$ cat src/rtl/seq_logic_pkg.sv
// Shared encodings for the sequential bitwise logic unit: op codes, FSM states,
// and a helper that sizes the beat counter.
// Ports: none (package only).
package seq_logic_pkg;

   typedef enum logic [2:0] {
      OP_AND    = 3'd0,
      OP_OR     = 3'd1,
      OP_XOR    = 3'd2,
      OP_NAND   = 3'd3,
      OP_NOR    = 3'd4,
      OP_XNOR   = 3'd5,
      OP_PASS_A = 3'd6,
      OP_NOT_A  = 3'd7
   } op_e;

   typedef enum logic [1:0] {
      IDLE = 2'd0,
      BUSY = 2'd1,
      DONE = 2'd2
   } state_e;

   // A single-beat configuration still needs a 1-bit counter to keep the
   // counter declaration legal.
   function automatic int beat_cnt_w(input int n);
      return (n > 1) ? $clog2(n) : 1;
   endfunction

endpackage

$ cat src/rtl/seq_logic_unit_if.sv
// Handshake and data bundle for seq_logic_unit: operand/op input channel,
// result output channel, and accumulator controls/status.
// Ports: master = producer/consumer side, slave = the logic unit.
interface seq_logic_unit_if #(
   parameter int WIDTH = 16
);

   logic             in_valid;
   logic             in_ready;
   logic [2:0]       op;
   logic             accum;
   logic             acc_clr;
   logic [WIDTH-1:0] a;
   logic [WIDTH-1:0] b;
   logic             out_valid;
   logic             out_ready;
   logic [WIDTH-1:0] result;
   logic             parity;
   logic [WIDTH-1:0] acc;

   modport master (
      output in_valid, op, accum, acc_clr, a, b, out_ready,
      input  in_ready, out_valid, result, parity, acc
   );

   modport slave (
      input  in_valid, op, accum, acc_clr, a, b, out_ready,
      output in_ready, out_valid, result, parity, acc
   );

endinterface

$ cat src/rtl/logic_slice.sv
// One SLICE-wide bitwise operation, purely combinational, built from NAND gates.
// Latency: 0 cycles. Backpressure: none (no state, no handshake).
// Ports: op_i operation code, a_i/b_i operand slices, y_o result slice.
module logic_slice
   import seq_logic_pkg::*;
#(
   parameter int SLICE = 4
) (
   input  op_e              op_i,
   input  logic [SLICE-1:0] a_i,
   input  logic [SLICE-1:0] b_i,
   output logic [SLICE-1:0] y_o
);

   logic [SLICE-1:0] n_ab;
   logic [SLICE-1:0] n_aa;
   logic [SLICE-1:0] n_bb;
   logic [SLICE-1:0] and_w;
   logic [SLICE-1:0] or_w;
   logic [SLICE-1:0] xor_w;

   // Every function reduces to NAND2: AND = NAND(n,n), OR = NAND(~a,~b),
   // XOR = classic four-NAND form; the inverting ops are just one more NAND.
   assign n_ab  = ~(a_i & b_i);
   assign n_aa  = ~(a_i & a_i);
   assign n_bb  = ~(b_i & b_i);
   assign and_w = ~(n_ab & n_ab);
   assign or_w  = ~(n_aa & n_bb);
   assign xor_w = ~(~(a_i & n_ab) & ~(b_i & n_ab));

   always_comb begin
      y_o = '0;
      case (op_i)
         OP_AND:    y_o = and_w;
         OP_OR:     y_o = or_w;
         OP_XOR:    y_o = xor_w;
         OP_NAND:   y_o = n_ab;
         OP_NOR:    y_o = ~(or_w & or_w);
         OP_XNOR:   y_o = ~(xor_w & xor_w);
         OP_PASS_A: y_o = a_i;
         OP_NOT_A:  y_o = n_aa;
         default:   y_o = '0;
      endcase
   end

endmodule

$ cat src/rtl/seq_logic_unit.sv
// Multi-cycle bitwise logic unit: SLICE bits per beat, optional XOR checksum.
// Latency: WIDTH/SLICE cycles from accept to out_valid; one op per N+2 cycles.
// Backpressure: result held in DONE until out_ready; in_ready only in IDLE.
// Ports: clk, rst_n (async active-low), bus (slave modport of seq_logic_unit_if).
module seq_logic_unit
   import seq_logic_pkg::*;
#(
   parameter int WIDTH = 16,
   parameter int SLICE = 4
) (
   input logic            clk,
   input logic            rst_n,
   seq_logic_unit_if.slave bus
);

   localparam int N  = WIDTH / SLICE;
   localparam int CW = beat_cnt_w(N);

   if ((SLICE < 1) || (WIDTH % SLICE != 0)) begin : g_bad_slice
      $error("seq_logic_unit: WIDTH must be a non-zero multiple of SLICE");
   end

   state_e           state_q, state_d;
   logic [CW-1:0]    cnt_q, cnt_d;
   logic [WIDTH-1:0] a_q, a_d;
   logic [WIDTH-1:0] b_q, b_d;
   op_e              op_q, op_d;
   logic             accum_q, accum_d;
   logic [WIDTH-1:0] work_q, work_d;
   logic [WIDTH-1:0] result_q, result_d;
   logic [WIDTH-1:0] acc_q, acc_d;

   logic [SLICE-1:0] slice_a;
   logic [SLICE-1:0] slice_b;
   logic [SLICE-1:0] slice_y;
   logic [WIDTH-1:0] work_nx;
   logic             last_beat;

   // Beat-indexed slice mux. Constant part-selects under a compare keep the
   // index widths exact for any WIDTH/SLICE pairing.
   always_comb begin
      slice_a = '0;
      slice_b = '0;
      for (int k = 0; k < N; k++) begin
         if (cnt_q == CW'(k)) begin
            slice_a = a_q[k*SLICE +: SLICE];
            slice_b = b_q[k*SLICE +: SLICE];
         end
      end
   end

   logic_slice #(
      .SLICE (SLICE)
   ) u_slice (
      .op_i (op_q),
      .a_i  (slice_a),
      .b_i  (slice_b),
      .y_o  (slice_y)
   );

   // Work word with the current beat merged in; on the last beat this is the
   // complete result, so result/acc take it directly instead of work_q.
   always_comb begin
      work_nx = work_q;
      for (int k = 0; k < N; k++) begin
         if (cnt_q == CW'(k)) begin
            work_nx[k*SLICE +: SLICE] = slice_y;
         end
      end
   end

   assign last_beat = (cnt_q == CW'(N - 1));

   always_comb begin
      state_d  = state_q;
      cnt_d    = cnt_q;
      a_d      = a_q;
      b_d      = b_q;
      op_d     = op_q;
      accum_d  = accum_q;
      work_d   = work_q;
      result_d = result_q;
      acc_d    = acc_q;

      case (state_q)
         IDLE: begin
            if (bus.in_valid) begin
               a_d     = bus.a;
               b_d     = bus.b;
               op_d    = op_e'(bus.op);
               accum_d = bus.accum;
               cnt_d   = '0;
               work_d  = '0;
               state_d = BUSY;
            end
         end
         BUSY: begin
            work_d = work_nx;
            if (last_beat) begin
               result_d = work_nx;
               cnt_d    = '0;
               state_d  = DONE;
            end else begin
               cnt_d = cnt_q + 1'b1;
            end
         end
         DONE: begin
            if (bus.out_ready) begin
               state_d = IDLE;
            end
         end
         default: state_d = IDLE;
      endcase

      // Clear first, then fold: a clear landing on the final beat of an
      // accumulating op leaves exactly that op's result in acc.
      if (bus.acc_clr) begin
         acc_d = '0;
      end
      if ((state_q == BUSY) && last_beat && accum_q) begin
         acc_d = acc_d ^ work_nx;
      end
   end

   always_ff @(posedge clk or negedge rst_n) begin
      if (!rst_n) begin
         state_q  <= IDLE;
         cnt_q    <= '0;
         a_q      <= '0;
         b_q      <= '0;
         op_q     <= OP_AND;
         accum_q  <= 1'b0;
         work_q   <= '0;
         result_q <= '0;
         acc_q    <= '0;
      end else begin
         state_q  <= state_d;
         cnt_q    <= cnt_d;
         a_q      <= a_d;
         b_q      <= b_d;
         op_q     <= op_d;
         accum_q  <= accum_d;
         work_q   <= work_d;
         result_q <= result_d;
         acc_q    <= acc_d;
      end
   end

   assign bus.in_ready  = (state_q == IDLE);
   assign bus.out_valid = (state_q == DONE);
   assign bus.result    = result_q;
   assign bus.parity    = ^result_q;
   assign bus.acc       = acc_q;

endmodule
$ cat src/flat_wrapper.sv
// flat-port wrapper written by rule: the top's interface ports become plain ports
module seq_logic_unit_flat import seq_logic_pkg::*;
#(
   parameter int WIDTH = 16,
   parameter int SLICE = 4
)
  (clk, rst_n, bus_in_valid, bus_op, bus_accum, bus_acc_clr, bus_a, bus_b, bus_out_ready, bus_in_ready, bus_out_valid, bus_result, bus_parity, bus_acc);
  seq_logic_unit_if #(.WIDTH(WIDTH)) bus_i ();
  input logic clk;
  input logic rst_n;
  input wire logic [$bits(bus_i.in_valid)-1:0] bus_in_valid;
  input wire logic [$bits(bus_i.op)-1:0] bus_op;
  input wire logic [$bits(bus_i.accum)-1:0] bus_accum;
  input wire logic [$bits(bus_i.acc_clr)-1:0] bus_acc_clr;
  input wire logic [$bits(bus_i.a)-1:0] bus_a;
  input wire logic [$bits(bus_i.b)-1:0] bus_b;
  input wire logic [$bits(bus_i.out_ready)-1:0] bus_out_ready;
  output wire logic [$bits(bus_i.in_ready)-1:0] bus_in_ready;
  output wire logic [$bits(bus_i.out_valid)-1:0] bus_out_valid;
  output wire logic [$bits(bus_i.result)-1:0] bus_result;
  output wire logic [$bits(bus_i.parity)-1:0] bus_parity;
  output wire logic [$bits(bus_i.acc)-1:0] bus_acc;
  assign bus_i.in_valid = bus_in_valid;
  assign bus_i.op = bus_op;
  assign bus_i.accum = bus_accum;
  assign bus_i.acc_clr = bus_acc_clr;
  assign bus_i.a = bus_a;
  assign bus_i.b = bus_b;
  assign bus_i.out_ready = bus_out_ready;
  assign bus_in_ready = bus_i.in_ready;
  assign bus_out_valid = bus_i.out_valid;
  assign bus_result = bus_i.result;
  assign bus_parity = bus_i.parity;
  assign bus_acc = bus_i.acc;
  seq_logic_unit #(.WIDTH(WIDTH), .SLICE(SLICE)) u_core (.clk(clk), .rst_n(rst_n), .bus(bus_i));
endmodule
$ cat config.mk
export PLATFORM = sky130hd
export DESIGN_NAME = seq_logic_unit_flat
export DESIGN_NICKNAME = d
export VERILOG_FILES = /design/src/rtl/seq_logic_pkg.sv /design/src/rtl/seq_logic_unit_if.sv /design/src/rtl/logic_slice.sv /design/src/rtl/seq_logic_unit.sv /design/src/flat_wrapper.sv
export SDC_FILE = /design/constraint.sdc
export NUM_CORES = 1
export LEC_CHECK = 0
export ABC_AREA = 1
export CORE_ASPECT_RATIO = 1.25
export CORE_UTILIZATION = 54
export DETAILED_ROUTE_END_ITERATION = 10
export PLACE_DENSITY = 0.79
export SYNTH_ARGS = -nofsm -noshare
export SYNTH_HDL_FRONTEND = slang
export SYNTH_SLANG_ARGS = --single-unit
$ cat constraint.sdc
create_clock -name clk -period 3.5 [get_ports clk]
set_clock_uncertainty 0.1 [all_clocks]
set_input_delay 1.05 -clock clk [delete_from_list [all_inputs] [get_ports clk]]
set_output_delay 1.05 -clock clk [all_outputs]
set_load 0.02 [all_outputs]
Word level (Yosys, flattened, before mapping)
Cells that the tools add are included.
{ "totals": {"regBits": 88, "in_bits": 41, "wordCells": 81} }
{ "op_classes": {"add_sub_neg": 1, "n_eq_ne": 15, "muxes": 24, "n_bitwise": 21, "n_reduce_logical": 11} }
{ "op_table": {"columns": ["operator", "n"], "rows": [
  ["16-bit 2-to-1 mux", 3],
  ["4-bit 2-to-1 mux", 12],
  ["4-bit bitwise AND", 10],
  ["4-bit NOT", 10],
  ["16-bit one-hot mux with 2 select lines", 1],
  ["4-bit one-hot mux with 8 select lines", 1],
  ["16-bit XOR reduction", 1],
  ["16-bit XOR", 1],
  ["3-bit == test (second input constant)", 4],
  ["2-bit 2-to-1 mux", 5],
  ["2-bit == test (second input constant)", 3],
  ["3-bit by 2-bit == test with 1-bit output (second input constant)", 2],
  ["2-bit one-hot mux with 3 select lines", 1],
  ["2-bit AND reduction", 3],
  ["2-bit by 1-bit == test with 1-bit output (second input constant)", 2],
  ["2-bit zero test", 2],
  ["2-bit inequality test (second input constant)", 2],
  ["2-bit one-hot mux with 2 select lines", 1],
  ["3-bit by 1-bit == test with 1-bit output (second input constant)", 1],
  ["3-bit zero test", 1],
  ["3-bit AND reduction", 1],
  ["2-bit by 1-bit adder with 2-bit output (second input constant)", 1],
  ["1-bit logical AND", 2],
  ["2-bit by 1-bit inequality test with 1-bit output (second input constant)", 1],
  ["2-bit nonzero test", 1]
]} }

Longest topological paths before layout
{ "logic_depth": {"ltp_word": 17, "mapped_depth": 21, "mapped_depth_nobuf": 20} }

By module
From an unflattened synthesis, not the netlist that was laid out.
{ "hier_totals": {"hier_cells": 654, "hier_area_um2": 4843.4} }
{ "modules_own_cells": {"columns": ["module", "n_inst", "cells_each", "area_per_inst_um2"], "rows": [
  ["seq_logic_unit", 1, 558, 4311.6],
  ["logic_slice", 1, 96, 531.8]
]} }

Least setup slack after synthesis
OpenSTA, ideal clock, no wires.
{ "synth_path": {"path_type": "register -> register", "start": "register u_core.cnt_q[0]", "end": "register u_core.acc_q[11] (netlist: u_core.bus.acc[11])", "setup_ns": 0.117, "arrival_time_ns": 2.310, "required_ns": 3.283, "path_slack_ns": 0.973, "stages_incl_launch_ff": 19, "synth_period_minus_slack_ns": 2.527, "cell_sequence": "dfrtp_1 > inv_1 > ha_1 > buf_2 > clkbuf_1 > a21oi_1 > a22oi_1 > inv_1 > ha_1 > inv_1 > nor2_1 > nor2_1 > nand2_1 > nor2_2 > nand3_2 > nand3_1 > nand2_2 > nand3_1 > nand2_1"} }
{ "synth_via": {"elab_chain_cells": 17} }
{ "synth_lines": {"columns": ["item", "line", "text"], "rows": [
  ["start: declaration", "seq_logic_unit.sv:24", "logic [CW-1:0] cnt_q, cnt_d;"],
  ["start signal: assignment", "seq_logic_unit.sv:138", "cnt_q <= cnt_d;"],
  ["2-bit zero test", "seq_logic_unit.sv:45", "if (cnt_q == CW'(k)) begin"],
  ["4-bit 2-to-1 mux (4 in a row)", "seq_logic_unit.sv:45", null],
  ["4-bit bitwise AND", "logic_slice.sv:24", "assign n_ab = ~(a_i & b_i);"],
  ["4-bit NOT", "logic_slice.sv:24", null],
  ["4-bit bitwise AND", "logic_slice.sv:29", "assign xor_w = ~(~(a_i & n_ab) & ~(b_i & n_ab));"],
  ["4-bit NOT", "logic_slice.sv:29", null],
  ["4-bit bitwise AND", "logic_slice.sv:29", null],
  ["4-bit NOT", "logic_slice.sv:29", null],
  ["4-bit bitwise AND", "logic_slice.sv:39", "OP_XNOR: y_o = ~(xor_w & xor_w);"],
  ["4-bit NOT", "logic_slice.sv:39", null],
  ["4-bit one-hot mux with 8 select lines", "logic_slice.sv:33", "case (op_i)"],
  ["4-bit 2-to-1 mux", "seq_logic_unit.sv:66", "if (cnt_q == CW'(k)) begin"],
  ["16-bit XOR", "seq_logic_unit.sv:121", "acc_d = acc_d ^ work_nx;"],
  ["16-bit 2-to-1 mux *", "seq_logic_unit.sv:120", "if ((state_q == BUSY) && last_beat && accum_q) begin"],
  ["net u_core.acc_d[11]", "seq_logic_unit.sv:31", "logic [WIDTH-1:0] acc_q, acc_d;"],
  ["end signal: assignment", "seq_logic_unit.sv:135", "acc_q <= '0;"],
  ["end signal: assignment", "seq_logic_unit.sv:145", "acc_q <= acc_d;"],
  ["end: declaration", "seq_logic_unit.sv:31", null]
]} }
The timed path passes the listed nets; every way through them passes the cells marked *.
A chain may end at the register's enable or synchronous reset.

Final worst setup path
{ "layout_path": {"start": "register u_core.result_q[5] (netlist: u_core.bus.result[5])", "end": "output port bus_parity"} }
{ "layout_via": {"elab_chain_cells": 1} }
{ "layout_lines": {"columns": ["item", "line", "text"], "rows": [
  ["start: declaration", "seq_logic_unit.sv:30", "logic [WIDTH-1:0] result_q, result_d;"],
  ["start signal: assignment", "seq_logic_unit.sv:144", "result_q <= result_d;"],
  ["16-bit XOR reduction", "seq_logic_unit.sv:152", "assign bus.parity = ^result_q;"],
  ["end: declaration", "flat_wrapper.sv:21", "output wire logic [$bits(bus_i.parity)-1:0] bus_parity;"]
]} }
Every way passes these cells.

==> parameters.txt <==
Parameter                              Value

Worst setup path
  CP startpoint kind ... flop
  Worst path bufs/invs ... 1
  Cell with the most instances on the worst path ... xnor2_1
  Worst path cell trace ... xnor2_1 > xnor2_1 > xnor2_1 > xnor2_1 > clkdlybuf4s50_1
  Master of the slowest instance on the critical path ... clkdlybuf4s50_1
  Crit end category ... output port
  Highest fanout seen on the critical path ... 3
  Startpoint of the worst-slack reg-to-reg timing path ... u_core.cnt_q[0]$_DFFE_PN0P_
  Stage delay of the slowest cell on the critical path ... 0.62 ns
  Class of the most critical setup path ... reg2out
  Number of cell instances on the worst register-to-register path ... 14
  Capture point of the worst reg-to-reg path ... u_core.bus.acc[0]$_DFF_PN0_
  Largest delay contributor family on the critical path ... XOR/XNOR gates
  Data required time at the worst endpoint ... 2.35 ns
  FF-to-FF setup slack ... 0.58 ns
  Data arrival time of the critical path ... 2.09 ns

Global routing
  GR Util met2 ... 0.4671
  Most crowded layer after global routing ... met2
  Number of global-route vias before repair ... 4146
  GRT Total Usage ... 0.2629
  Global-route wire length before repair ... 18940 um
  Overflow left after global routing ... 0
  Initial antenna violation count ... 0
  Maximum number of pins on one net before global-route repair ... 89
  GRT met1 Usage ... 0.3124
  Met3 GRT Util ... 0.03067

Clock tree
  Total clock buffers created by CTS ... 9
  Clock-pin transition on the worst setup and hold timing paths ... 0.08 ns
  Worst-case clock buffer depth ... 2
  Root buffer cell ... clkbuf_8
  H-tree depth ... 3
  Latest clock arrival within the worst-skew pair ... 0.36 ns
  Number of buffers added to fix hold violations after cts ... 0
  Resize count post-CTS ... 0
  Post CTS Setup Buffer Count ... 0
  TritonCTS clock tree ... done
  Clock Sink Count ... 88

Yosys
  Count of cell types in the netlist ... 28
  Number of instances in the synthesized netlist ... 602
  Total nets after synthesis ... 655
  Proportion of synthesized chip area in sequential cells ... 0.4600
  #FFs+latches synth ... 88
  Yosys warning count ... 0
  Total standard cell area after synthesis ... 4787 um^2
  Average size of a mapped cell ... 7.952 um^2

Worst hold path
  Worst-case hold path end point ... u_core.b_q[7]$_DFFE_PN0P_
  Classification of the worst-slack hold path ... reg2reg
  Worst hold start ... u_core.b_q[7]$_DFFE_PN0P_
  Depth of the worst hold-timing path ... 1

Timing
  Setup Viol. Count Final ... 0
  Hold slack final ... 0.4157 ns
  Summed negative setup slack over all endpoints ... 0 ns
  FMAX ... 0.3091 GHz
  Unrepaired setup endpoints after global routing ... no
  Count of pins over their slew limit ... 0
  Final-report hold violation count ... 0
  Worst Max-Slew Pin Slew ... 0.8361 ns
  Ratio of final minimum period to clock period ... 0.9243
  Minimum clock period after layout ... 3.235 ns
  Max transition margin ... 0.4426

Power
  Leakage ... 3.060 nW
  Clock group share of total power ... 0.134
  Combinational Power Share ... 0.578
  Fraction of power consumed by sequential logic ... 0.287
  Power dissipated by switching net loads ... 2.674 mW
  Pwr Total ... 5.865 mW
  Switching part of the total ... 0.4559
  Internal power component ... 3.191 mW
  Worst voltage drop across the vdd grid ... 0.4416 mV
  Areal power density over the cells ... 1004 nW/um^2

Floorplanning
  Width of the chip ... 86.22 um
  Std cell rows ... 38
  DIE HEIGHT ... 107.3 um
  Effective utilization at floorplan ... 0.5532
  Overall die area ... 9248 um^2
  Placeable Area ... 8653 um^2
  Number of I/O pins ... 76

Drt
  ANT nets after route ... 0
  Number of vias per cell after detailed routing ... 5.241
  Number of vias in the routed layout ... 4161
  DRC ... 0
  Aggregate routed wire length ... 10940 um
  Starting DRT DRC Count ... 272
  Avg WL per Cell ... 13.77 um
  Drt first pass iters ... 4

Cells and area
  Layout area overhead ... 22.01%
  Final standard cell utilization of the core ... 0.6750
  Share of cells above drive strength 1 ... 0.1113
  Number of inserted diodes ... 0
  Total number of nets in the final design ... 723
  Leading cell type in the layout, fill and taps excluded ... nand2_1
  Most frequent cells in the layout ... 208 x nand2_1, 88 x dfrtp_1, 74 x clkdlybuf4s50_1

Run status
  Status ... finished, final reports clean

Place
  Placer's final routability congestion estimate ... 0.8895
  IO buf count ... 75
  Detailed placement HPWL ... 8113 um

Flow run
  Max cap viols ... 0
-- cells in the mapped netlist (all sizes together) --
library cell  number  share of area
xnor2             12          0.022
inv               59          0.047
ha                12          0.031
nand2            221           0.18
a21oi             30          0.031
buf               14          0.020
mux2              20          0.047
dfrtp             88           0.46
or2                3         0.0039
nor3               2         0.0042
clkbuf             9         0.0071
xor2               3         0.0055
o31ai              1         0.0016
o21ai              3         0.0031
nand3             71          0.078
a22oi              4         0.0063
nor2              47          0.047
nand4              3         0.0039
-- layer usage --
metal | routed length [um] | share of wire
met2 | 5781 | 0.53
met3 | 370 | 0.034
met5 | 0 | 0
met4 | 316 | 0.029
met1 | 4467 | 0.41
-- worst max-delay path by stage --
stage                                      from                           end  slack [ns]  cells after the start
3_5_place_dp        u_core.cnt_q[0]$_DFFE_PN0P_   u_core.bus.acc[0]$_DFF_PN0_        0.61                     14
4_1_cts        u_core.bus.result[5]$_DFFE_PN0P_                    bus_parity        0.22                      5
5_1_grt        u_core.bus.result[5]$_DFFE_PN0P_                    bus_parity        0.12                      5
3_3_place_gp   u_core.bus.result[1]$_DFFE_PN0P_                    bus_parity        0.66                      5
2_1_floorplan       u_core.cnt_q[0]$_DFFE_PN0P_  u_core.bus.acc[11]$_DFF_PN0_        0.97                     18
6_report       u_core.bus.result[5]$_DFFE_PN0P_                    bus_parity        0.26                      5
-- logic make-up (layout without fill, tap and decap cells) --
group           after synthesis  in the layout  synth area share
compound gates               38             38           0.04234
xor+xnor                     15             15           0.02744
fa+ha+maj                    12             12           0.03136
buf+inv                      82            154           0.07449
flops                        88             88            0.4600
mux                          20             20           0.04705
simple gates                347            347            0.3173
-- cell type report --
type                            instances  area [um^2]
Clock buffer                           12        155.1
Sequential cell                        88         2202
Fill cell                             724         2813
Inverter                               59        226.5
Multi-Input combinational cell        432         2231
Tap cell                              120        150.1
Timing Repair Buffer                   80        810.8
Clock inverter                          3        65.06
-- registers in the layout, indices dropped and copies added, names as in the netlist --
name and cells:
u_core.state_q 2, u_core.bus.result 16, u_core.op_q 3, u_core.bus.acc 16
u_core.work_q 16, u_core.b_q 16, u_core.cnt_q 2, u_core.accum_q 1
u_core.a_q 16
-- power by group through the flow --
stage                     registers, mW  clock network (mW)  logic, mW
after global placement             1.68                   0       3.32
after global routing               1.74               0.845       3.83
after floorplan                    1.75                   0       2.34
after CTS                          1.69               0.806       3.42
after detailed placement           1.70                   0       3.40
final                              1.69               0.788       3.39
-- through the flow --
step	area, um^2	std cells	worst slack [ns]
2_1_floorplan	4787	602	0.9731
3_3_place_gp	5620	779	0.6601
3_5_place_dp	5620	779	0.6119
4_1_cts	5841	794	0.2223
5_1_grt	5841	794	0.1217
6_report	5841	794	0.2648
Note: power is estimated with default switching activity, not from simulation.
